==> config.mk <==
export PLATFORM = sky130hd
export DESIGN_NAME = rv_muldiv_unit_flat
export DESIGN_NICKNAME = d
export VERILOG_FILES = /design/src/rtl/rv_muldiv_unit_pkg.sv /design/src/rtl/rv_muldiv_unit_if.sv /design/src/rtl/rv_muldiv_unit_sign_fix.sv /design/src/rtl/rv_muldiv_unit.sv /design/src/flat_wrapper.sv
export SDC_FILE = /design/constraint.sdc
export NUM_CORES = 1
export LEC_CHECK = 0
export ABC_AREA = 1
export BUFFER_PORTS_ARGS = -buffer_cell sky130_fd_sc_hd__buf_4
export CAP_MARGIN = 10
export CORE_UTILIZATION = 58
export DETAILED_ROUTE_END_ITERATION = 10
export GPL_ROUTABILITY_DRIVEN = 0
export PLACE_DENSITY_LB_ADDON = 0.2
export SLEW_MARGIN = 20
export SYNTH_ARGS = -nofsm -noshare
export SYNTH_HDL_FRONTEND = slang
export SYNTH_SLANG_ARGS = --single-unit
==> constraint.sdc <==
create_clock -name clk -period 2.2 [get_ports clk]
set_clock_uncertainty 0.1 [all_clocks]
set_input_delay 0.33 -clock clk [delete_from_list [all_inputs] [get_ports clk]]
set_output_delay 0.33 -clock clk [all_outputs]
set_load 0.02 [all_outputs]
==> src/rtl/rv_muldiv_unit_pkg.sv <==
// Shared constants, op encodings and FSM state type for the RV32M
// multiply/divide unit.
package rv_muldiv_unit_pkg;

  localparam int XLEN       = 32;
  localparam int HART_ID_W  = 3;
  localparam int REG_ADDR_W = 5;
  localparam int CNT_W      = $clog2(XLEN);

  localparam logic [XLEN-1:0] SIGNED_MIN = {1'b1, {(XLEN-1){1'b0}}};

  localparam logic [2:0] MULDIV_OP_MUL    = 3'd0;
  localparam logic [2:0] MULDIV_OP_MULH   = 3'd1;
  localparam logic [2:0] MULDIV_OP_MULHSU = 3'd2;
  localparam logic [2:0] MULDIV_OP_MULHU  = 3'd3;
  localparam logic [2:0] MULDIV_OP_DIV    = 3'd4;
  localparam logic [2:0] MULDIV_OP_DIVU   = 3'd5;
  localparam logic [2:0] MULDIV_OP_REM    = 3'd6;
  localparam logic [2:0] MULDIV_OP_REMU   = 3'd7;

  typedef enum logic [1:0] {
    S_IDLE = 2'd0,
    S_RUN  = 2'd1,
    S_DONE = 2'd2
  } muldiv_state_t;

endpackage

==> src/rtl/rv_muldiv_unit_if.sv <==
// Issue/completion bus between the pipeline (master) and the muldiv unit.
//
// Handshake: muldiv_start is taken on a rising clk edge only while
// muldiv_busy is 0; op, operands and tags must be valid in that same cycle.
// A start seen while busy is 1 is dropped, never queued. Completion is a
// single-cycle muldiv_done pulse; result and tags are valid in that cycle
// (muldiv_busy is 0 then) and may hold afterwards.
interface rv_muldiv_unit_if;
  import rv_muldiv_unit_pkg::*;

  logic                  muldiv_start;
  logic [2:0]            muldiv_op;
  logic [XLEN-1:0]       muldiv_a;
  logic [XLEN-1:0]       muldiv_b;
  logic [HART_ID_W-1:0]  muldiv_hart_id;
  logic [REG_ADDR_W-1:0] muldiv_rd;
  logic                  muldiv_busy;
  logic                  muldiv_done;
  logic [XLEN-1:0]       muldiv_result;
  logic [HART_ID_W-1:0]  muldiv_done_hart_id;
  logic [REG_ADDR_W-1:0] muldiv_done_rd;

  modport master (
    output muldiv_start, muldiv_op, muldiv_a, muldiv_b, muldiv_hart_id, muldiv_rd,
    input  muldiv_busy, muldiv_done, muldiv_result, muldiv_done_hart_id, muldiv_done_rd
  );

  modport slave (
    input  muldiv_start, muldiv_op, muldiv_a, muldiv_b, muldiv_hart_id, muldiv_rd,
    output muldiv_busy, muldiv_done, muldiv_result, muldiv_done_hart_id, muldiv_done_rd
  );

endinterface

==> src/rtl/rv_muldiv_unit_sign_fix.sv <==
// Sign handling around the unsigned core: operand magnitudes and the
// result-negate flag at issue time, and the final two's-complement fixup.
module rv_muldiv_unit_sign_fix
  import rv_muldiv_unit_pkg::*;
(
  input  logic [2:0]        op,
  input  logic [XLEN-1:0]   a,
  input  logic [XLEN-1:0]   b,
  output logic [XLEN-1:0]   mag_a,
  output logic [XLEN-1:0]   mag_b,
  output logic              neg,
  input  logic [2*XLEN-1:0] raw,
  input  logic              raw_neg,
  output logic [2*XLEN-1:0] fixed
);

  logic a_signed, b_signed, a_neg, b_neg;

  // Magnitudes and the sign the final result must carry.
  always_comb begin
    // MUL keeps the low half, which is the same for any signedness.
    a_signed = op[2] ? ~op[0] : ((op[1:0] == 2'd1) || (op[1:0] == 2'd2));
    b_signed = op[2] ? ~op[0] : (op[1:0] == 2'd1);
    a_neg    = a_signed & a[XLEN-1];
    b_neg    = b_signed & b[XLEN-1];
    mag_a    = a_neg ? -a : a;
    mag_b    = b_neg ? -b : b;
    if (!op[2]) begin
      neg = a_neg ^ b_neg;
    end else if (op[1]) begin
      neg = a_neg;
    end else begin
      // Divide by zero must come out all-ones, so the quotient stays positive.
      neg = (a_neg ^ b_neg) & (b != '0);
    end
  end

  // Final negation of the raw unsigned result.
  always_comb begin
    fixed = raw_neg ? -raw : raw;
  end

endmodule

==> src/rtl/rv_muldiv_unit.sv <==
// Iterative RV32M multiply/divide unit: shift-add multiplier and restoring
// divider, one result bit per cycle, single-cycle done pulse with tags.
// Optional feature macro: MULDIV_FAST_PATH_EN (zero-operand multiply,
// divide-by-zero and signed overflow skip RUN; multiply ends early once the
// remaining multiplier is zero).
module rv_muldiv_unit
  import rv_muldiv_unit_pkg::*;
(
  input  logic            clk,
  input  logic            rst,
  rv_muldiv_unit_if.slave bus,
  output muldiv_state_t   dbg_state
);

  muldiv_state_t state_q, state_d;
  logic accept;

  logic [CNT_W-1:0]      cnt_q;
  logic [2:0]            op_q;
  logic [HART_ID_W-1:0]  hart_q;
  logic [REG_ADDR_W-1:0] rd_q;
  logic                  neg_q;
  // Multiply: acc = product, opnd = shifted multiplicand.
  // Divide:   acc = {remainder, quotient/dividend}, opnd low half = divisor.
  logic [2*XLEN-1:0]     acc_q, opnd_q;
  logic [XLEN-1:0]       mplier_q;

  logic                  done_q;
  logic [XLEN-1:0]       result_q;
  logic [HART_ID_W-1:0]  done_hart_q;
  logic [REG_ADDR_W-1:0] done_rd_q;

  logic [XLEN-1:0]   sf_mag_a, sf_mag_b;
  logic              sf_neg;
  logic [2*XLEN-1:0] raw_sel, fixed;
  logic [XLEN-1:0]   final_res;

  logic [XLEN:0]     rem_shift, diff;
  logic [2*XLEN-1:0] acc_step, opnd_step;
  logic [XLEN-1:0]   mplier_step;

  logic fast_start, fast_div0, mul_early;

  rv_muldiv_unit_sign_fix u_sign_fix (
    .op      (bus.muldiv_op),
    .a       (bus.muldiv_a),
    .b       (bus.muldiv_b),
    .mag_a   (sf_mag_a),
    .mag_b   (sf_mag_b),
    .neg     (sf_neg),
    .raw     (raw_sel),
    .raw_neg (neg_q),
    .fixed   (fixed)
  );

  // One iteration of the multiply or divide core.
  always_comb begin
    rem_shift   = {acc_q[2*XLEN-1:XLEN], acc_q[XLEN-1]};
    diff        = rem_shift - {1'b0, opnd_q[XLEN-1:0]};
    mplier_step = mplier_q >> 1;
    opnd_step   = opnd_q;
    acc_step    = acc_q;
    if (op_q[2]) begin
      if (!diff[XLEN]) begin
        acc_step = {diff[XLEN-1:0], acc_q[XLEN-2:0], 1'b1};
      end else begin
        acc_step = {rem_shift[XLEN-1:0], acc_q[XLEN-2:0], 1'b0};
      end
    end else begin
      acc_step  = mplier_q[0] ? (acc_q + opnd_q) : acc_q;
      opnd_step = opnd_q << 1;
    end
  end

  // Fast-path decisions (constant zero in the baseline build).
  always_comb begin
    fast_start = 1'b0;
    fast_div0  = 1'b0;
    mul_early  = 1'b0;
`ifdef MULDIV_FAST_PATH_EN
    if (bus.muldiv_op[2]) begin
      fast_div0  = (bus.muldiv_b == '0);
      fast_start = fast_div0 ||
                   (!bus.muldiv_op[0] && (bus.muldiv_a == SIGNED_MIN) && (bus.muldiv_b == '1));
    end else begin
      fast_start = (bus.muldiv_a == '0) || (bus.muldiv_b == '0);
    end
    mul_early = !op_q[2] && (mplier_step == '0);
`endif
  end

  // Select the half of the accumulator that becomes the architectural result.
  always_comb begin
    if (op_q[2]) begin
      raw_sel = {{XLEN{1'b0}}, (op_q[1] ? acc_q[2*XLEN-1:XLEN] : acc_q[XLEN-1:0])};
    end else begin
      raw_sel = acc_q;
    end
    final_res = (op_q[2] || (op_q[1:0] == 2'd0)) ? fixed[XLEN-1:0] : fixed[2*XLEN-1:XLEN];
  end

  // FSM state register.
  always_ff @(posedge clk) begin
    if (rst) state_q <= S_IDLE;
    else     state_q <= state_d;
  end

  // FSM next state; a start is accepted in IDLE and DONE alike.
  always_comb begin
    state_d = state_q;
    accept  = 1'b0;
    case (state_q)
      S_IDLE, S_DONE: begin
        if (bus.muldiv_start) begin
          accept  = 1'b1;
          state_d = fast_start ? S_DONE : S_RUN;
        end else begin
          state_d = S_IDLE;
        end
      end
      S_RUN: begin
        if ((cnt_q == CNT_W'(XLEN-1)) || mul_early) state_d = S_DONE;
      end
      default: state_d = S_IDLE;
    endcase
  end

  // Operand capture, iteration and result/tag registers.
  always_ff @(posedge clk) begin
    if (rst) begin
      cnt_q       <= '0;
      op_q        <= '0;
      hart_q      <= '0;
      rd_q        <= '0;
      neg_q       <= 1'b0;
      acc_q       <= '0;
      opnd_q      <= '0;
      mplier_q    <= '0;
      done_q      <= 1'b0;
      result_q    <= '0;
      done_hart_q <= '0;
      done_rd_q   <= '0;
    end else begin
      // DONE is the finalisation cycle; the pulse is registered out of it.
      done_q <= (state_q == S_DONE);
      if (state_q == S_DONE) begin
        result_q    <= final_res;
        done_hart_q <= hart_q;
        done_rd_q   <= rd_q;
      end
      if (accept) begin
        op_q     <= bus.muldiv_op;
        hart_q   <= bus.muldiv_hart_id;
        rd_q     <= bus.muldiv_rd;
        neg_q    <= sf_neg;
        cnt_q    <= '0;
        mplier_q <= sf_mag_b;
        if (bus.muldiv_op[2]) begin
          // A fast divide-by-zero preloads the state full iteration would reach.
          acc_q  <= fast_div0 ? {sf_mag_a, {XLEN{1'b1}}} : {{XLEN{1'b0}}, sf_mag_a};
          opnd_q <= {{XLEN{1'b0}}, sf_mag_b};
        end else begin
          acc_q  <= '0;
          opnd_q <= {{XLEN{1'b0}}, sf_mag_a};
        end
      end else if (state_q == S_RUN) begin
        acc_q    <= acc_step;
        opnd_q   <= opnd_step;
        mplier_q <= mplier_step;
        cnt_q    <= cnt_q + CNT_W'(1);
      end
    end
  end

  assign bus.muldiv_busy         = (state_q == S_RUN);
  assign bus.muldiv_done         = done_q;
  assign bus.muldiv_result       = result_q;
  assign bus.muldiv_done_hart_id = done_hart_q;
  assign bus.muldiv_done_rd      = done_rd_q;
  assign dbg_state               = state_q;

endmodule

==> src/flat_wrapper.sv <==
// flat-port wrapper written by rule: the top's interface ports become plain ports
module rv_muldiv_unit_flat import rv_muldiv_unit_pkg::*;
  (clk, rst, dbg_state, bus_muldiv_start, bus_muldiv_op, bus_muldiv_a, bus_muldiv_b, bus_muldiv_hart_id, bus_muldiv_rd, bus_muldiv_busy, bus_muldiv_done, bus_muldiv_result, bus_muldiv_done_hart_id, bus_muldiv_done_rd);
  rv_muldiv_unit_if bus_i ();
  input  logic clk;
  input  logic rst;
  output muldiv_state_t dbg_state;
  input wire logic [$bits(bus_i.muldiv_start)-1:0] bus_muldiv_start;
  input wire logic [$bits(bus_i.muldiv_op)-1:0] bus_muldiv_op;
  input wire logic [$bits(bus_i.muldiv_a)-1:0] bus_muldiv_a;
  input wire logic [$bits(bus_i.muldiv_b)-1:0] bus_muldiv_b;
  input wire logic [$bits(bus_i.muldiv_hart_id)-1:0] bus_muldiv_hart_id;
  input wire logic [$bits(bus_i.muldiv_rd)-1:0] bus_muldiv_rd;
  output wire logic [$bits(bus_i.muldiv_busy)-1:0] bus_muldiv_busy;
  output wire logic [$bits(bus_i.muldiv_done)-1:0] bus_muldiv_done;
  output wire logic [$bits(bus_i.muldiv_result)-1:0] bus_muldiv_result;
  output wire logic [$bits(bus_i.muldiv_done_hart_id)-1:0] bus_muldiv_done_hart_id;
  output wire logic [$bits(bus_i.muldiv_done_rd)-1:0] bus_muldiv_done_rd;
  assign bus_i.muldiv_start = bus_muldiv_start;
  assign bus_i.muldiv_op = bus_muldiv_op;
  assign bus_i.muldiv_a = bus_muldiv_a;
  assign bus_i.muldiv_b = bus_muldiv_b;
  assign bus_i.muldiv_hart_id = bus_muldiv_hart_id;
  assign bus_i.muldiv_rd = bus_muldiv_rd;
  assign bus_muldiv_busy = bus_i.muldiv_busy;
  assign bus_muldiv_done = bus_i.muldiv_done;
  assign bus_muldiv_result = bus_i.muldiv_result;
  assign bus_muldiv_done_hart_id = bus_i.muldiv_done_hart_id;
  assign bus_muldiv_done_rd = bus_i.muldiv_done_rd;
  rv_muldiv_unit u_core (.clk(clk), .rst(rst), .bus(bus_i), .dbg_state(dbg_state));
endmodule
==> run summary, run 1 <==
Mapped Area: 22590 um^2
# clock sinks: 220
I/O pin count: 122
Compound-Gate Fraction of Synth Area: 15.33%
Seq/Total Area, Yosys: 19.50%
Yosys Warn Count: 0
GRT Total Usage: 86.91%
status: aborted with a tool error
Simple-Gate Fraction of Synth Area: 42.58%
DP HPWL: 83420 um
number of CTS-inserted buffers: 27
placed insts: 5353
first-pass GRT wire length: 262700 um
Synth top area share: 22.40%
GRT overflow: 524
combinational family with the most area after synthesis: simple AND/OR/NAND/NOR gates
last step reached: 5_1_grt
synthesis-stage register bit count: 220
cell taking the most area after synthesis: nand2_1
Post-Synth XOR/XNOR Area: 4.110%
ranking of synthesized cells by area: nand2_1, dfxtp_1, inv_1, nand3_1, nor2_1
Initial Util: 59.41%
htree depth: 1
PortBufs: 121
Post-Synth Adder-Cell Area: 5.772%
Post-synth EDFFs: 0
Die Y: 199.3 um
mux cell area share after synthesis: 0%
row count: 71
vias in the first global route: 40261
Async S/R FF share, synth: 0%
Synth Flop Type: dfxtp_1
Max Root-Sink Buffers: 3
Root Buffer: clkbuf_16
Syn Nets: 4286
Die W: 199.3 um
Avg Synthesized Cell Area: 5.503 um^2
Synth Instances: 4105
pin count of the biggest net entering global routing: 71
Error: [ERROR GRT-0116] Global routing finished with congestion. Check the congestion regions in the DRC Viewer.
Distinct cells, synth: 52
synthesized netlist by cell type (13+ instances only):
cell and count:
inv_1 586, o21ai_0 176, ha_1 101, a31oi_1 54, o211ai_1 43, buf_2 24
nand4_1 55, buf_1 13, dfxtp_1 220, xnor2_1 42, nor2_1 450, a21oi_1 274
clkbuf_1 95, nand2_2 18, nand3_1 358, nor3_1 42, o21bai_1 20, nand2_1 1348
xor2_1 64
metal layers:
| layer | overflow | GRT usage (%) |
|---|---|---|
| met2 | 270 | 97.26 |
| met3 | 39 | 79.31 |
| met5 | 3 | 61.69 |
| met4 | 190 | 86.17 |
| met1 | 22 | 85.56 |
repair_timing:
| item | 4_1_cts |
|---|---|
| buffers inserted | 56 |
| hold buffers | 10 |
| pin swaps | 124 |
| cloned | 6 |
| setup endpoints to repair | 126 |
| hold endpoints to repair | 10 |
| gates resized for setup | 440 |
stage by stage:
step | instance area, um^2 | hold WS [ps] | util (%) | setup slack (ps)
floorplan | 22660 | 329.7 | - | -49.77
global placement | 29830 | 353.0 | 78.46 | -504.8
detailed placement | 29830 | 357.4 | 78.46 | -582.7
CTS | 33200 | 32.48 | 87.32 | -365.4
logic make-up after synthesis:
group | count (synthesis)
simple gates | 2323
compound gates | 616
xor+xnor | 106
fa+ha+maj | 103
buf+inv | 737
flops | 220
==> run 2: changes to the inputs <==
CORE_UTILIZATION = 40   (was 58)
PLACE_DENSITY_LB_ADDON = 0.15   (was 0.2)
clock period = 2.85 ns   (was 2.2 ns; I/O delays follow)
==> run summary, run 2 <==
status: completed
Final Instance Area: 26700 um^2
met1 WL: 40640 um
first-pass GRT wire length: 147700 um
Power Density: 473.2 nW/um^2
synth cell count leaders: nand2_1, inv_1, nor2_1
metal2 WL: 41980 um
Critical Path Sink Type: register
Synth Flop Type: dfxtp_1
biggest regs: u_core.acc_q: 64 flops, u_core.opnd_q: 64 flops
maximum vdd drop: 468.9 uV
total of max-cap violations: 0
count leader, synth: nand2_1
synthesis-stage register bit count: 220 (unchanged)
Worst-Skew Late Latency: 590 ps
worst path cell trace: ha_2, nand2_1, inv_1, a21oi_1, o21ai_0, nand2_1, nand2_1, a21oi_1, nand2_1, nand2_1, nand3_1, nand3_1, a21oi_1
CP required: 3220 ps
Post CTS Setup Buffer Count: 0 (-100%)
Non-Filler Instances: 5070
Synth top area share: 22.40% (unchanged)
crit-path max cell delay: 580 ps
most frequent cells in the layout: nand2_1, inv_1, nor2_1
htree depth: 1 (unchanged)
initial antenna violation count: 2
Post-synth EDFFs: 0 (unchanged)
Distinct cells, synth: 52 (unchanged)
max layer used: met5
CTS tree: done
Worst slew margin: 54.11%
# fillers: 6088
startpoint class of the critical path: register
crit path DAT: 3150 ps
Max Fclk: 360.3 MHz
core footprint: 55420 um^2
overall routed net length: 97800 um
placed insts: 5013 (-6.4%)
Tmin final: 2775 ps
WL met3: 9657 um
# clock sinks: 220 (unchanged)
average routed wire per standard cell: 19.29 um
die area: 57420 um^2
Die W: 239.6 um (+20%)
Root Buffer: clkbuf_16
diode count: 0
Hold Violations, Final: 0
Mapped Area: 22590 um^2 (unchanged)
Design Power: 12.64 mW
Avg Synthesized Cell Area: 5.503 um^2 (unchanged)
row count: 86 (+21%)
critical path class: register to register
share of cells above drive strength 1: 11.31%
Final Util: 48.19%
Clock transition at path regs: 80 ps
period utilization: 97.38%
hold path depth: 3
Die Y: 239.6 um (+20%)
I/O pin count: 122 (unchanged)
pin count of the biggest net entering global routing: 79
# DRC: 0
Yosys Warn Count: 0 (unchanged)
Max Root-Sink Buffers: 3 (unchanged)
cell taking the most area after synthesis: nand2_1
commonest non-fill, non-tap cell in the layout: nand2_1
Syn Nets: 4286 (unchanged)
Iter 0 DRT Violations: 3113
GRT Total Usage: 33.60%
remaining antenna violation count after routing: 0
Hold/Removal Path Class: input port to register
routed vias/inst: 5.409
worst slew pin tran: 681.1 ps
Initial Util: 40.76% (-19 points)
Hold Worst Slack: 21.22 ps
LEAKAGE: 13.44 nW
Async S/R FF share, synth: 0% (unchanged)
ranking of synthesized cells by area: nand2_1, dfxtp_1, inv_1, nand3_1, nor2_1
number of CTS-inserted buffers: 28 (+3.7%)
Worst path slowest cell: dfxtp_1
Max Slew Vio Count: 0
Setup-failing EPs final: 0
Seq/Total Area, Yosys: 19.50% (unchanged)
critical-path maximum fanout: 5
DP HPWL: 78440 um (-6.0%)
most frequent CP cell: nand2_1
R2R cell count: 13
DRT Pass-1 Iters: 8
NumNets Final: 4485
PortBufs: 121 (unchanged)
RSZ-0062 raised after global routing: yes
vias in the first global route: 24959
Layout area overhead: 18.22%
Vias: 27422
dpl cell area: 25370 um^2 (-15%)
Synth Instances: 4105 (unchanged)
GRT overflow: 0
==> run 2: path summary, 6_finish.rpt <==
path,from,endpoint,slack (ps)
hold reg to reg,u_core.bus.muldiv_result[6],u_core.bus.muldiv_result[6],360
setup reg to reg,u_core.acc_q[49],u_core.acc_q[59],70
setup / recovery,u_core.acc_q[49],u_core.acc_q[59],70
hold / removal,bus_muldiv_rd[2],u_core.rd_q[2],20
==> run 2: cell type report <==
type / count / area [um^2] / area share [%]
Sequential cell: 220 / 4425 / 16.57
Timing Repair Buffer: 312 / 2540 / 9.512
Clock buffer: 36 / 800.8 / 2.999
Clock inverter: 12 / 111.4 / 0.4170
Inverter: 593 / 2231 / 8.354
Tap cell: 748 / 935.9 / 3.505
Multi-Input combinational cell: 3149 / 15660 / 58.64
==> run 2: what timing repair did <==
item / CTS / global route
resized for setup: 3 / 69
pin swaps: 0 / 3
endpoints found under the setup margin: 11 / 68
hold buffers: 7 / 0
endpoints found under the hold margin: 7 / 0
cloned: 0 / 2
==> run 2: cells by family (layout without fill, tap and decap cells) <==
group	after synthesis	in the layout	synth area share [%]
DFF	220	220	19.50
adders and majority gates	103	103	5.772
and+or+nand+nor	2323	2324	42.58
buffers and inverters	737	953	12.71
xor gates and xnor gates	106	106	4.110
AOI/OAI and AO/OA	616	616	15.33
==> run 2: worst max-delay path: cells and delay by family (launching register included) <==
| family | cells | cell delay [ps] |
|---|---|---|
| adders and majority gates | 1 | 420 |
| DFF | 1 | 580 |
| and+or+nand+nor | 7 | 670 |
| buffers and inverters | 1 | 50 |
| AOI/OAI and AO/OA | 4 | 820 |
==> run 2: metrics by stage <==
stage / setup TNS [ps] / setup WS, ps
floorplan: 0 / 392.8
global placement: -736.7 / -139.6
detailed placement: -662.1 / -147.4
CTS: 0 / 19.51
global route: -268.9 / -54.16
finish: 0 / 74.64
==> run 2: layer usage <==
layer / vias to the layer above / GRT usage [%]
met5: - / 0
met4: 4 / 17.25
met3: 267 / 6.846
met2: 1276 / 52.01
met1: 12334 / 43.86
li1: 13541 / -
==> run 2: power breakdown <==
part | switching [mW] | leakage, nW | internal (mW) | total (mW)
clock network | 1.53 | 0.446 | 2.06 | 3.60
logic | 3.61 | 11.2 | 1.85 | 5.46
registers | 0.256 | 1.81 | 3.32 | 3.58
Power figures use the tool's default switching activity.
